[src/rtl/reset_sequencer_pkg.sv]
// Shared phase encoding and sizing helper for the reset sequencer slice.
package reset_seq_pkg;

  localparam int unsigned PHASEWIDTH = 3;

  typedef enum logic [PHASEWIDTH-1:0] {
    IDLE       = 3'd0,
    RESET_WAIT = 3'd1,
    RESET_SYNC = 3'd2,
    OPER_WAIT  = 3'd3,
    OPER_SYNC  = 3'd4,
    INIT_WAIT  = 3'd5,
    DONE       = 3'd6
  } reset_seq_state_t;

  function automatic int unsigned maxOf(input int unsigned a, input int unsigned b);
    return (a > b) ? a : b;
  endfunction

endpackage

[src/rtl/reset_sequencer_if.sv]
// Control/status bundle between the reset sequencer and the system-control area.
interface reset_sequencer_if #(
  parameter int unsigned CLOCKDOMAINS = 3
) ();
  import reset_seq_pkg::*;

  logic                    restart_req;
  logic [CLOCKDOMAINS-2:0] sync_ack;
  logic                    sync_rst_out;
  logic                    clk_en_out;
  logic                    init_out;
  logic [PHASEWIDTH-1:0]   phase;
  logic                    busy;
  logic [CLOCKDOMAINS-2:0] sync_err;

  modport master (
    input  restart_req, sync_ack,
    output sync_rst_out, clk_en_out, init_out, phase, busy, sync_err
  );

  modport slave (
    output restart_req, sync_ack,
    input  sync_rst_out, clk_en_out, init_out, phase, busy, sync_err
  );

endinterface

[src/rtl/reset_sequencer_sync_ack_collector.sv]
// Sticky per-domain acknowledge capture, all-ready detect and sticky timeout flags.
module sync_ack_collector #(
  parameter int unsigned NUMACK = 2
) (
  input  logic              clk,
  input  logic              sync_rst,
  input  logic              captureEn,
  input  logic              clearEn,
  input  logic              errEn,
  input  logic [NUMACK-1:0] ack,
  output logic              allReady_c,
  output logic [NUMACK-1:0] syncErr
);

  logic [NUMACK-1:0] captured;
  logic [NUMACK-1:0] seen;

  // An ack present this cycle counts even before it lands in the capture register.
  assign seen       = captured | ack;
  assign allReady_c = &seen;

  always_ff @(posedge clk) begin
    if (sync_rst) begin
      captured <= '0;
      syncErr  <= '0;
    end else begin
      if (clearEn) begin
        captured <= '0;
      end else if (captureEn) begin
        captured <= seen;
      end
      if (errEn) begin
        syncErr <= syncErr | ~seen;
      end
    end
  end

endmodule

[src/rtl/reset_sequencer.sv]
// Phase FSM driving reset / enable / init pulses with per-domain ack gating.
// Optional handshake timeout compiled in with `define RESETSEQ_TIMEOUT_EN.
module reset_sequencer
  import reset_seq_pkg::*;
#(
  parameter int unsigned RESETWAITCYCLES       = 625000,
  parameter int unsigned OPERATIONALWAITCYCLES = 25000,
  parameter int unsigned INITIALIZEWAITCYCLES  = 1024,
  parameter int unsigned CLOCKDOMAINS          = 3,
  parameter int unsigned SYNCTIMEOUTCYCLES     = 4096
) (
  input  logic              clk,
  input  logic              sync_rst,
  input  logic              clk_en,
  reset_sequencer_if.master bus
);

  localparam int unsigned NUMACK = CLOCKDOMAINS - 1;
`ifdef RESETSEQ_TIMEOUT_EN
  localparam int unsigned TIMEOUTSPAN = SYNCTIMEOUTCYCLES;
`else
  // Timeout does not size the counter in this build.
  localparam int unsigned TIMEOUTSPAN = 0 * SYNCTIMEOUTCYCLES;
`endif
  localparam int unsigned MAXCOUNT = maxOf(maxOf(RESETWAITCYCLES, OPERATIONALWAITCYCLES),
                                           maxOf(INITIALIZEWAITCYCLES, TIMEOUTSPAN));
  localparam int unsigned CNTWIDTH = $clog2(MAXCOUNT + 1);

  reset_seq_state_t      state, stateNext;
  logic [CNTWIDTH-1:0]   count, countNext, syncCountNext;
  logic                  startPending, startPendingNext;
  logic                  rstPulse, rstPulseNext;
  logic                  clkEnPulse, clkEnPulseNext;
  logic                  initPulse, initPulseNext;
  logic                  busyReg, busyNext;
  logic                  inSync, timeoutHit, syncDone, allReady;
  logic                  captureEn, clearEn, errEn;

  assign inSync = (state == RESET_SYNC) || (state == OPER_SYNC);

`ifdef RESETSEQ_TIMEOUT_EN
  assign timeoutHit    = inSync && (count == CNTWIDTH'(SYNCTIMEOUTCYCLES - 1));
  assign syncCountNext = count + CNTWIDTH'(1);
`else
  assign timeoutHit    = 1'b0;
  assign syncCountNext = count;
`endif

  assign syncDone  = allReady | timeoutHit;
  assign captureEn = clk_en & inSync;
  assign clearEn   = clk_en & (bus.restart_req | (inSync & syncDone));
  assign errEn     = clk_en & inSync & ~bus.restart_req & timeoutHit;

  sync_ack_collector #(.NUMACK(NUMACK)) ackCollector (
    .clk        (clk),
    .sync_rst   (sync_rst),
    .captureEn  (captureEn),
    .clearEn    (clearEn),
    .errEn      (errEn),
    .ack        (bus.sync_ack),
    .allReady_c (allReady),
    .syncErr    (bus.sync_err)
  );

  always_ff @(posedge clk) begin
    if (sync_rst) begin
      state        <= IDLE;
      count        <= '0;
      startPending <= 1'b1;
      rstPulse     <= 1'b0;
      clkEnPulse   <= 1'b0;
      initPulse    <= 1'b0;
      busyReg      <= 1'b0;
    end else begin
      state        <= stateNext;
      count        <= countNext;
      startPending <= startPendingNext;
      rstPulse     <= rstPulseNext;
      clkEnPulse   <= clkEnPulseNext;
      initPulse    <= initPulseNext;
      busyReg      <= busyNext;
    end
  end

  // Restart outranks expiry and ack completion; clk_en=0 freezes everything.
  always_comb begin
    stateNext        = state;
    countNext        = count;
    startPendingNext = startPending;
    rstPulseNext     = rstPulse;
    clkEnPulseNext   = clkEnPulse;
    initPulseNext    = initPulse;
    if (clk_en) begin
      rstPulseNext   = 1'b0;
      clkEnPulseNext = 1'b0;
      initPulseNext  = 1'b0;
      if (bus.restart_req) begin
        stateNext        = RESET_WAIT;
        countNext        = '0;
        startPendingNext = 1'b0;
      end else begin
        case (state)
          IDLE: if (startPending) begin
            stateNext        = RESET_WAIT;
            countNext        = '0;
            startPendingNext = 1'b0;
          end
          RESET_WAIT: if (count == CNTWIDTH'(RESETWAITCYCLES - 1)) begin
            stateNext    = RESET_SYNC;
            countNext    = '0;
            rstPulseNext = 1'b1;
          end else countNext = count + CNTWIDTH'(1);
          RESET_SYNC: if (syncDone) begin
            stateNext = OPER_WAIT;
            countNext = '0;
          end else countNext = syncCountNext;
          OPER_WAIT: if (count == CNTWIDTH'(OPERATIONALWAITCYCLES - 1)) begin
            stateNext      = OPER_SYNC;
            countNext      = '0;
            clkEnPulseNext = 1'b1;
          end else countNext = count + CNTWIDTH'(1);
          OPER_SYNC: if (syncDone) begin
            stateNext = INIT_WAIT;
            countNext = '0;
          end else countNext = syncCountNext;
          INIT_WAIT: if (count == CNTWIDTH'(INITIALIZEWAITCYCLES - 1)) begin
            stateNext     = DONE;
            countNext     = '0;
            initPulseNext = 1'b1;
          end else countNext = count + CNTWIDTH'(1);
          DONE: ;
          default: begin
            stateNext = IDLE;
            countNext = '0;
          end
        endcase
      end
    end
    busyNext = (stateNext != IDLE) && (stateNext != DONE);
  end

  assign bus.phase        = state;
  assign bus.busy         = busyReg;
  assign bus.sync_rst_out = rstPulse;
  assign bus.clk_en_out   = clkEnPulse;
  assign bus.init_out     = initPulse;

endmodule

[src/flat_wrapper.sv]
// flat-port wrapper written by rule: the top's interface ports become plain ports
module reset_sequencer_flat import reset_seq_pkg::*;
#(
  parameter int unsigned RESETWAITCYCLES       = 625000,
  parameter int unsigned OPERATIONALWAITCYCLES = 25000,
  parameter int unsigned INITIALIZEWAITCYCLES  = 1024,
  parameter int unsigned CLOCKDOMAINS          = 3,
  parameter int unsigned SYNCTIMEOUTCYCLES     = 4096
)
  (clk, sync_rst, clk_en, bus_restart_req, bus_sync_ack, bus_sync_rst_out, bus_clk_en_out, bus_init_out, bus_phase, bus_busy, bus_sync_err);
  reset_sequencer_if #(.CLOCKDOMAINS(CLOCKDOMAINS)) bus_i ();
  input  logic clk;
  input  logic sync_rst;
  input  logic clk_en;
  input wire logic [$bits(bus_i.restart_req)-1:0] bus_restart_req;
  input wire logic [$bits(bus_i.sync_ack)-1:0] bus_sync_ack;
  output wire logic [$bits(bus_i.sync_rst_out)-1:0] bus_sync_rst_out;
  output wire logic [$bits(bus_i.clk_en_out)-1:0] bus_clk_en_out;
  output wire logic [$bits(bus_i.init_out)-1:0] bus_init_out;
  output wire logic [$bits(bus_i.phase)-1:0] bus_phase;
  output wire logic [$bits(bus_i.busy)-1:0] bus_busy;
  output wire logic [$bits(bus_i.sync_err)-1:0] bus_sync_err;
  assign bus_i.restart_req = bus_restart_req;
  assign bus_i.sync_ack = bus_sync_ack;
  assign bus_sync_rst_out = bus_i.sync_rst_out;
  assign bus_clk_en_out = bus_i.clk_en_out;
  assign bus_init_out = bus_i.init_out;
  assign bus_phase = bus_i.phase;
  assign bus_busy = bus_i.busy;
  assign bus_sync_err = bus_i.sync_err;
  reset_sequencer #(.RESETWAITCYCLES(RESETWAITCYCLES), .OPERATIONALWAITCYCLES(OPERATIONALWAITCYCLES), .INITIALIZEWAITCYCLES(INITIALIZEWAITCYCLES), .CLOCKDOMAINS(CLOCKDOMAINS), .SYNCTIMEOUTCYCLES(SYNCTIMEOUTCYCLES)) u_core (.clk(clk), .sync_rst(sync_rst), .clk_en(clk_en), .bus(bus_i));
endmodule
[config.mk]
export PLATFORM = sky130hd
export DESIGN_NAME = reset_sequencer_flat
export DESIGN_NICKNAME = d
export VERILOG_FILES = /design/src/rtl/reset_sequencer_pkg.sv /design/src/rtl/reset_sequencer_if.sv /design/src/rtl/reset_sequencer_sync_ack_collector.sv /design/src/rtl/reset_sequencer.sv /design/src/flat_wrapper.sv
export SDC_FILE = /design/constraint.sdc
export NUM_CORES = 1
export LEC_CHECK = 0
export CAP_MARGIN = 25
export CORE_MARGIN = 4
export CORE_UTILIZATION = 50
export DETAILED_ROUTE_END_ITERATION = 10
export PLACE_DENSITY = 0.77
export SLEW_MARGIN = 20
export SYNTH_ARGS = -nofsm -noshare
export SYNTH_HDL_FRONTEND = slang
export SYNTH_SLANG_ARGS = --single-unit
[constraint.sdc]
create_clock -name clk -period 2.2 [get_ports clk]
set_input_delay 0.44 -clock clk [delete_from_list [all_inputs] [get_ports clk]]
set_output_delay 0.44 -clock clk [all_outputs]
set_load 0.02 [all_outputs]
# Yosys cells after proc, flatten, opt, wreduce, memory -nomap -nowiden
# Cells that the tools add are included.
[word_totals]
reg_bits = 30
latch_bits = 0
ramBits = 0
rom_bits = 0
inputBits = 6
output_inout_bits = 9
word_cells = 64
mem_count = 0
[op_classes]
add_sub_neg = 1
n_mul = 0
div = 0
order_cmp = 0
eq_ne = 13
shifts = 0
muxes = 27
n_bitwise = 5
reduce_logical = 10
[ops]
columns = ["cell", "n"]
rows = [
  ["two-way mux 20 bit", 6],
  ["case mux 20 bit (6 select lines)", 1],
  ["two-way mux 3 bit", 8],
  ["case mux 3 bit (7 select lines)", 1],
  ["adder 20 x 1 -> 20 bit, second input constant", 1],
  ["equality test 20 x 10 -> 1 bit, second input constant", 1],
  ["equality test 20 x 15 -> 1 bit, second input constant", 1],
  ["equality test 20 bit, second input constant", 1],
  ["two-way mux 1 bit", 11],
  ["equality test 3 bit, second input constant", 3],
  ["equality test 3 x 2 -> 1 bit, second input constant", 2],
  ["AND reduction 2 bit", 2],
  ["AND reduction 4 bit", 1],
  ["OR reduction 2 bit", 2],
  ["AND 1 bit", 3],
  ["equality test 3 x 1 -> 1 bit, second input constant", 1],
  ["zero test 3 bit", 1],
  ["inequality test 3 x 1 -> 1 bit, second input constant", 1],
  ["inequality test 3 x 2 -> 1 bit, second input constant", 1],
  ["inequality test 3 bit, second input constant", 1],
  ["nonzero test 3 bit", 1],
  ["inequality test 2 bit, second input constant", 1],
  ["OR 2 bit", 1],
  ["nonzero test 2 bit", 1],
  ["other kinds (3)", 3],
]

# Longest topological paths before layout
# Gate-level depths: netlist of the first run.
[depth]
depth_word = 8
depth_mapped = 9
depth_no_buf = 7

# By module
# From an unflattened synthesis of the first run, not the netlist that was laid out.
[unflattened]
cells_unflattened = 224
hier_area_um2 = 1756.7
[by_module_without_submodules]
columns = ["module", "n_inst", "cells_each", "area_each_um2", "seq_area_each_um2"]
rows = [
  ["reset_sequencer", 1, 209, 1611.5, 560.5],
  ["sync_ack_collector", 1, 15, 145.1, 80.1],
]

# Worst setup path after synthesis of the first run
# OpenSTA, ideal clock, no wires.
[synth_timing]
kind = "register -> register"
start = "reg u_core.count[0]"
end = "reg u_core.busyReg, in the netlist u_core.bus.busy"
setup_time_ps = 74
arrival_time_ps = 2126
required_time_ps = 2126
slack_ps = 0
stages_incl_launch_ff = 8
n_path_buf = 0
synth_period_minus_slack_ps = 2200
cell_sequence = "dfxtp_1 > ha_1 > nor4b_2 > nand4_1 > or3_1 > or4_4 > a21o_1 > a31oi_1"
[synth_between]
elab_chain_len = 7
word_cells_on_any_way = 12
cone_classes = "eq/ne: 4; mux: 6; reduce/logical: 2"
[synth_rtl]
columns = ["item", "line", "text"]
rows = [
  ["start, declared", "reset_sequencer.sv:30", "logic [CNTWIDTH-1:0] count, countNext, syncCountNext;"],
  ["start signal, assigned", "reset_sequencer.sv:76", "count <= countNext;"],
  ["equality test 20 x 10 -> 1 bit (tied with other cells)", "reset_sequencer.sv:126", "INIT_WAIT: if (count == CNTWIDTH'(INITIALIZEWAITCYCLES - 1)) begin"],
  ["two-way mux 3 bit, on equally long branches", "reset_sequencer.sv:126, reset_sequencer.sv:108, reset_sequencer.sv:117", ""],
  ["case mux 3 bit (7 select lines) *", "reset_sequencer.sv:102", "case (state)"],
  ["two-way mux 3 bit *", "reset_sequencer.sv:97", "if (bus.restart_req) begin"],
  ["two-way mux 3 bit *", "reset_sequencer.sv:93", "if (clk_en) begin"],
  ["inequality test 3 bit or nonzero test 3 bit (tied branches)", "reset_sequencer.sv:139", "busyNext = (stateNext != IDLE) && (stateNext != DONE);"],
  ["logical AND 1 bit *", "reset_sequencer.sv:139", ""],
  ["end signal, assigned", "reset_sequencer.sv:81", "busyReg <= busyNext;"],
  ["end, declared", "reset_sequencer.sv:35", "logic busyReg, busyNext;"],
]
# Every way passes the cells marked *; elsewhere a longest branch is shown, timed or not.
# A chain may end at the register's enable or synchronous reset.

# Worst setup path in the final report of the first run
# Same ends and word-level chain as after synthesis.

==> results of run 1 <==
==> routing by layer <==
| metal | vias up | GRT usage (%) | part of all wire [%] |
|---|---|---|---|
| met2 | 81 | 33.5 | 46 |
| met3 | 12 | 5.98 | 8.6 |
| met5 | - | 0 | 0 |
| li1 | 820 | - | - |
| met1 | 719 | 24.7 | 43 |
| met4 | 0 | 8.81 | 2.2 |
==> per-stage QoR <==
step / power, mW / worst slack [ps]
floorplan: 0.629 / 10.3
global placement: 0.671 / 53.2
detailed placement: 0.672 / 8.91
CTS: 0.971 / 2.83
global route: 1.01 / -61.8
finish: 0.961 / 31.3
==> registers in the layout, summed over array words and instances (netlist names) <==
name,cells
u_core.ackCollector.captured,2
u_core.bus.busy,1
u_core.bus.clk_en_out,1
u_core.bus.init_out,1
u_core.bus.phase,3
u_core.bus.sync_rst_out,1
u_core.count,20
u_core.startPending,1
==> worst paths after layout <==
check / start / end / slack [ps] / cells after the start
worst max-delay path: u_core.count[0] / u_core.bus.busy / 30 / 7
worst min-delay path: u_core.startPending / u_core.startPending / 470 / 1
worst max register to register: u_core.count[0] / u_core.bus.busy / 30 / 7
worst min register to register: u_core.startPending / u_core.startPending / 470 / 1
==> repair_timing <==
action,4_1_cts,5_1_grt
pin swaps,2,3
setup buffers,0,0
gates resized for setup,2,9
setup endpoints to repair,1,20
cloned,0,0
==> cells in the mapped netlist (all sizes together), types with 3 or more instances <==
cell type  count  area [um2]
buf            8        70.1
o31ai          3        22.5
o22ai          4        25.0
nor3           5        25.0
nor2          29         109
a21o           3        22.5
dfxtp         30         601
xor2           6        52.6
clkbuf         3        31.3
nand3         13        65.1
a21oi         15        75.1
or3            3        18.8
inv            8        30.0
o21ai         10        50.1
and3           4        26.3
xnor2          7        61.3
nor2b          3        18.8
nand2         15        56.3
nor3b          3        22.5
nor4           3        18.8
nand4         10        62.6
==> report_power, final <==
part           internal [mW]  total (mW)  switching, mW  leakage, nW
Combinational         0.0493       0.111         0.0613        0.449
Sequential             0.548       0.551        0.00273        0.244
Clock                  0.120       0.299          0.179       0.0254
==> area by class of cell <==
cell class              count  area (um2)  share of cell area [%]
repair buffers             42         345                    16.7
flip-flops and latches     30         603                    29.1
well taps                  44        55.1                    2.66
clock buffers               7        45.0                    2.18
multi-input cells         159         991                    47.9
inverters                   8        30.0                    1.45
==> kinds of logic (layout without fill, tap and decap cells) <==
| family | Yosys count | in the layout | synth area share (%) |
|---|---|---|---|
| adder cells (fa/ha/maj) | 1 | 1 | 0.755 |
| flip-flops | 30 | 30 | 36.3 |
| AO/OA/AOI/OAI | 41 | 41 | 15.0 |
| other | 1 | 2 | 0.226 |
| XOR/XNOR | 13 | 13 | 6.87 |
| buffers and inverters | 19 | 57 | 7.93 |
| AND/OR/NAND/NOR | 100 | 100 | 31.8 |
| multiplexers | 2 | 2 | 1.21 |
==> results_dict.tcl, run 1 <==
set metrics [dict create \
    final_nets 253 \
    final_cell_area_mm2 0.00207 \
    peakVddDrop_mv 0.422 \
    rsz0062_at_grt "true" \
    drt_iter0_markers 112 \
    dp_cells 283 \
    grt_first_pass_wirelength_um 6680 \
    setup_viol 0 \
    synth_async_sr_flop_share_pct 0 \
    power_density_mw_per_mm2 464 \
    wl_per_cell_um 13.9 \
    fmax_ghz 0.461 \
    worst_ep_required_time_ps 2460 \
    finalCriticalPeriod_ps 2170 \
    slowest_stage "or4_4" \
    cts_tree "built" \
    cp_slowest_stage_delay_ps 510 \
    place_area_mm2 0.00196 \
    avgSynthCellArea_um2 8.00 \
    diodes 0 \
    worstSkewPairLatency_ps 330 \
    fin_util_pct 66.7 \
    root_buffer "clkbuf_4" \
    cts.sinks 30 \
    die-area_mm2 0.00430 \
    crit_buf_inv 0 \
    drive_above_1_share_pct 19.5 \
    hp-class "flip-flop to flip-flop" \
    antenna_found_initial 0 \
    grt_max_degree 12 \
    post-route-drc-count 0 \
    area_delta_synth_final_pct 24.9 \
    critical_path_class "flip-flop to flip-flop" \
    synth_cell_types 43 \
    fill_cells 285 \
    setup_tns_ps 0 \
    power.leakage_nw 0.718 \
    slew_violations 0 \
    io_buffer_count 12 \
    hold_viol 0 \
    finalWirelength_um 4030 \
    synth_area_mm2 0.00166 \
    drv_cap 0 \
    startpoint_type "flip-flop" \
    cts_buffer_depth 2 \
    end_kind "flip-flop" \
    cp.arrival_ps 2430 \
    cts_made_buffers 5 \
    grt_pass1_vias 1560 \
    post-route-period-util_pct 98.6 \
    die_h_um 65.6 \
    synthCells 207 \
    final_common_cell "buf_4" \
    ant_nets 0 \
    grt_overflow 0 \
    drtPass1Iterations 4 \
    vias 1632 \
    htree_levels 2 \
    crit_chain "ha_4 > nor4b_4 > nand4_1 > or3_4 > or4_4 > a21o_1 > a31oi_1" \
    instances_no_fill 290 \
    holdBufCountCts 0 \
    num_rows 20 \
    track_usage_pct 20.4 \
    start_util_pct 53.4 \
    die_w_um 65.6 \
    skew_ps 7.15 \
    critPathTopFamily "simple AND/OR/NAND/NOR gates" \
    place_congestion 0.875 \
    synthFlopType "dfxtp_1" \
    ys_ff_latch 30 \
    fp.coreArea_mm2 0.00310 \
    post-dp-hpwl_um 2880 \
    vias_per_cell 5.63 \
    pin_count 15 \
    synth_edf_count 0 \
    final_cell_mix "30 x buf_4, 28 x nor2_1, 28 x dfxtp_1" \
    cp_max_fo 4 \
    path_clk_slew_ps 90 \
    holdWs_ps 465 \
    ys_seq_area_share_pct 36.3 \
    yosysWarnings 0 \
    status "finished, final reports clean" \
]
No activity file was read; power rests on OpenSTA's default activity.
==> run 2, diff against run 1 <==
Settings changed: CORE_UTILIZATION 50 to 51, PLACE_DENSITY 0.77 to 0.78.
==> results_dict.tcl, run 2 (same netlist as run 1, synthesis figures left out) <==
set metrics [dict create \
    die-area_mm2 0.00422 \
    final_common_cell "buf_4" \
    worstHoldPathCells 1 \
    register_area_um2 603 \
    status "finished, final reports clean" \
    die_h_um 65.0 \
    start_util_pct 53.8 \
    drv_cap 0 \
    finalCriticalPeriod_ps 2130 \
    largest-register "u_core.count" \
    rsz0062_at_grt "true" \
    cts_made_buffers 5 \
    fp.coreArea_mm2 0.00308 \
    wl_per_cell_um 13.8 \
    slowest_stage "or4_4" \
    setup_viol 0 \
    area_delta_synth_final_pct 24.5 \
    io_buffer_count 12 \
    cts_tree "built" \
    grt_pass1_vias 1470 \
    post-route-drc-count 0 \
    drt_iter0_markers 127 \
    holdBufCountCts 0 \
    rr_worst_depth 7 \
    pin_count 15 \
    largest_reg_flops 20 \
    finalWirelength_um 4020 \
    diodes 0 \
    dp_slack_ps -17.8 \
    rrSetupSlack_ps 70 \
    multi_input_area_um2 968 \
    vias_per_cell 5.61 \
    grt_first_pass_wirelength_um 6800 \
    reg2reg_from "u_core.count[0]" \
    cts.sinks 30 \
    final_cell_mix "30 x buf_4, 28 x nor2_1, 28 x dfxtp_1" \
    vias 1632 \
    hold_end "u_core.startPending" \
    post-route-period-util_pct 96.6 \
    final_nets 253 \
    cp_slowest_stage_delay_ps 500 \
    root_buffer "clkbuf_4" \
    place_congestion 0.852 \
    worstSkewPairLatency_ps 340 \
    cts_buffer_depth 2 \
    drtPass1Iterations 4 \
    peakVddDrop_mv 0.445 \
    reg2reg_to "u_core.bus.busy" \
    grt_overflow 0 \
    htree_levels 2 \
    skew_ps 11.0 \
    path_clk_slew_ps 100 \
    grt_max_degree 13 \
    hold_viol 0 \
    end_kind "flip-flop" \
    drive_above_1_share_pct 19.8 \
    startpoint_type "flip-flop" \
    fmax_ghz 0.471 \
    hp-class "flip-flop to flip-flop" \
    post-dp-hpwl_um 2890 \
    cp.arrival_ps 2390 \
    power_density_mw_per_mm2 490 \
    fill_cells 269 \
    power.leakage_nw 0.724 \
    worst_ep_required_time_ps 2470 \
    cp_max_fo 3 \
    antenna_found_initial 0 \
    critical_path_class "flip-flop to flip-flop" \
    die_w_um 65.0 \
    hp-start "u_core.startPending" \
    setup_ws_ps 75.0 \
    ant_nets 0 \
    num_rows 20 \
    fin_util_pct 67.0 \
    slew_violations 0 \
    track_usage_pct 20.7 \
    crit_chain "ha_4 > nor4b_4 > nand4_1 > or3_1 > or4_4 > a21o_1 > a31oi_1" \
]
[run 2: critical path, delay by kind of cell (launching register included)]
family / cells / cell delay (ps)
AO/OA/AOI/OAI: 2 / 350
adder cells (fa/ha/maj): 1 / 130
flip-flops: 1 / 360
AND/OR/NAND/NOR: 4 / 1220
[run 2: layout make-up]
cell class | instances | area share, %
timing repair buffer | 42 | 16.7
tap | 44 | 2.67
multi-input combinational | 159 | 47.0
clock buffer | 7 | 2.67
inverter | 8 | 1.46
clock inverter | 1 | 0.243
sequential | 30 | 29.2
[run 2: repair_timing]
| action | in CTS | in global routing |
|---|---|---|
| resized for setup | 1 | 7 |
| setup buffers | 0 | 2 |
| pin swaps | 1 | 4 |
| endpoints found under the setup margin | 11 | 21 |
[run 2: per-stage QoR]
step                      cell area (um2)  TNS [ps]  instances  total power [mW]  hold slack [ps]
final                                2060         0        291              1.01              457
after detailed placement             1950     -82.7        281             0.674              436
after global placement               1950         0        281             0.673              431
after CTS                            2010         0        289              1.02              461
after floorplan                      1660         0        208             0.629              418
after global routing                 2060     -96.6        291              1.07              499
[run 2: how the worst max path moves through the flow]
stage                                 from               to  slack, ps  cells past startpoint
after floorplan            u_core.count[0]  u_core.bus.busy         10                      7
after global placement     u_core.count[0]  u_core.count[8]         20                      9
after detailed placement   u_core.count[1]  u_core.count[8]        -20                      9
after CTS                  u_core.count[1]  u_core.bus.busy          1                      7
after global routing      u_core.count[15]  u_core.bus.busy        -50                      6
final                      u_core.count[0]  u_core.bus.busy         70                      7
[run 2: power by group]
group | internal (mW) | switching (mW) | leakage (nW)
combinational | 0.0512 | 0.0624 | 0.445
clock | 0.155 | 0.190 | 0.0353
sequential | 0.549 | 0.00277 | 0.244
total | 0.754 | 0.255 | 0.724
[run 2: layer usage]
layer | track usage (%) | share of wire [%] | vias up
met3 | 5.20 | 7.4 | 11
met1 | 27.2 | 44 | 751
met5 | 0 | 0 | -
li1 | - | - | 809
met2 | 33.3 | 47 | 61
met4 | 6.33 | 1.7 | 0
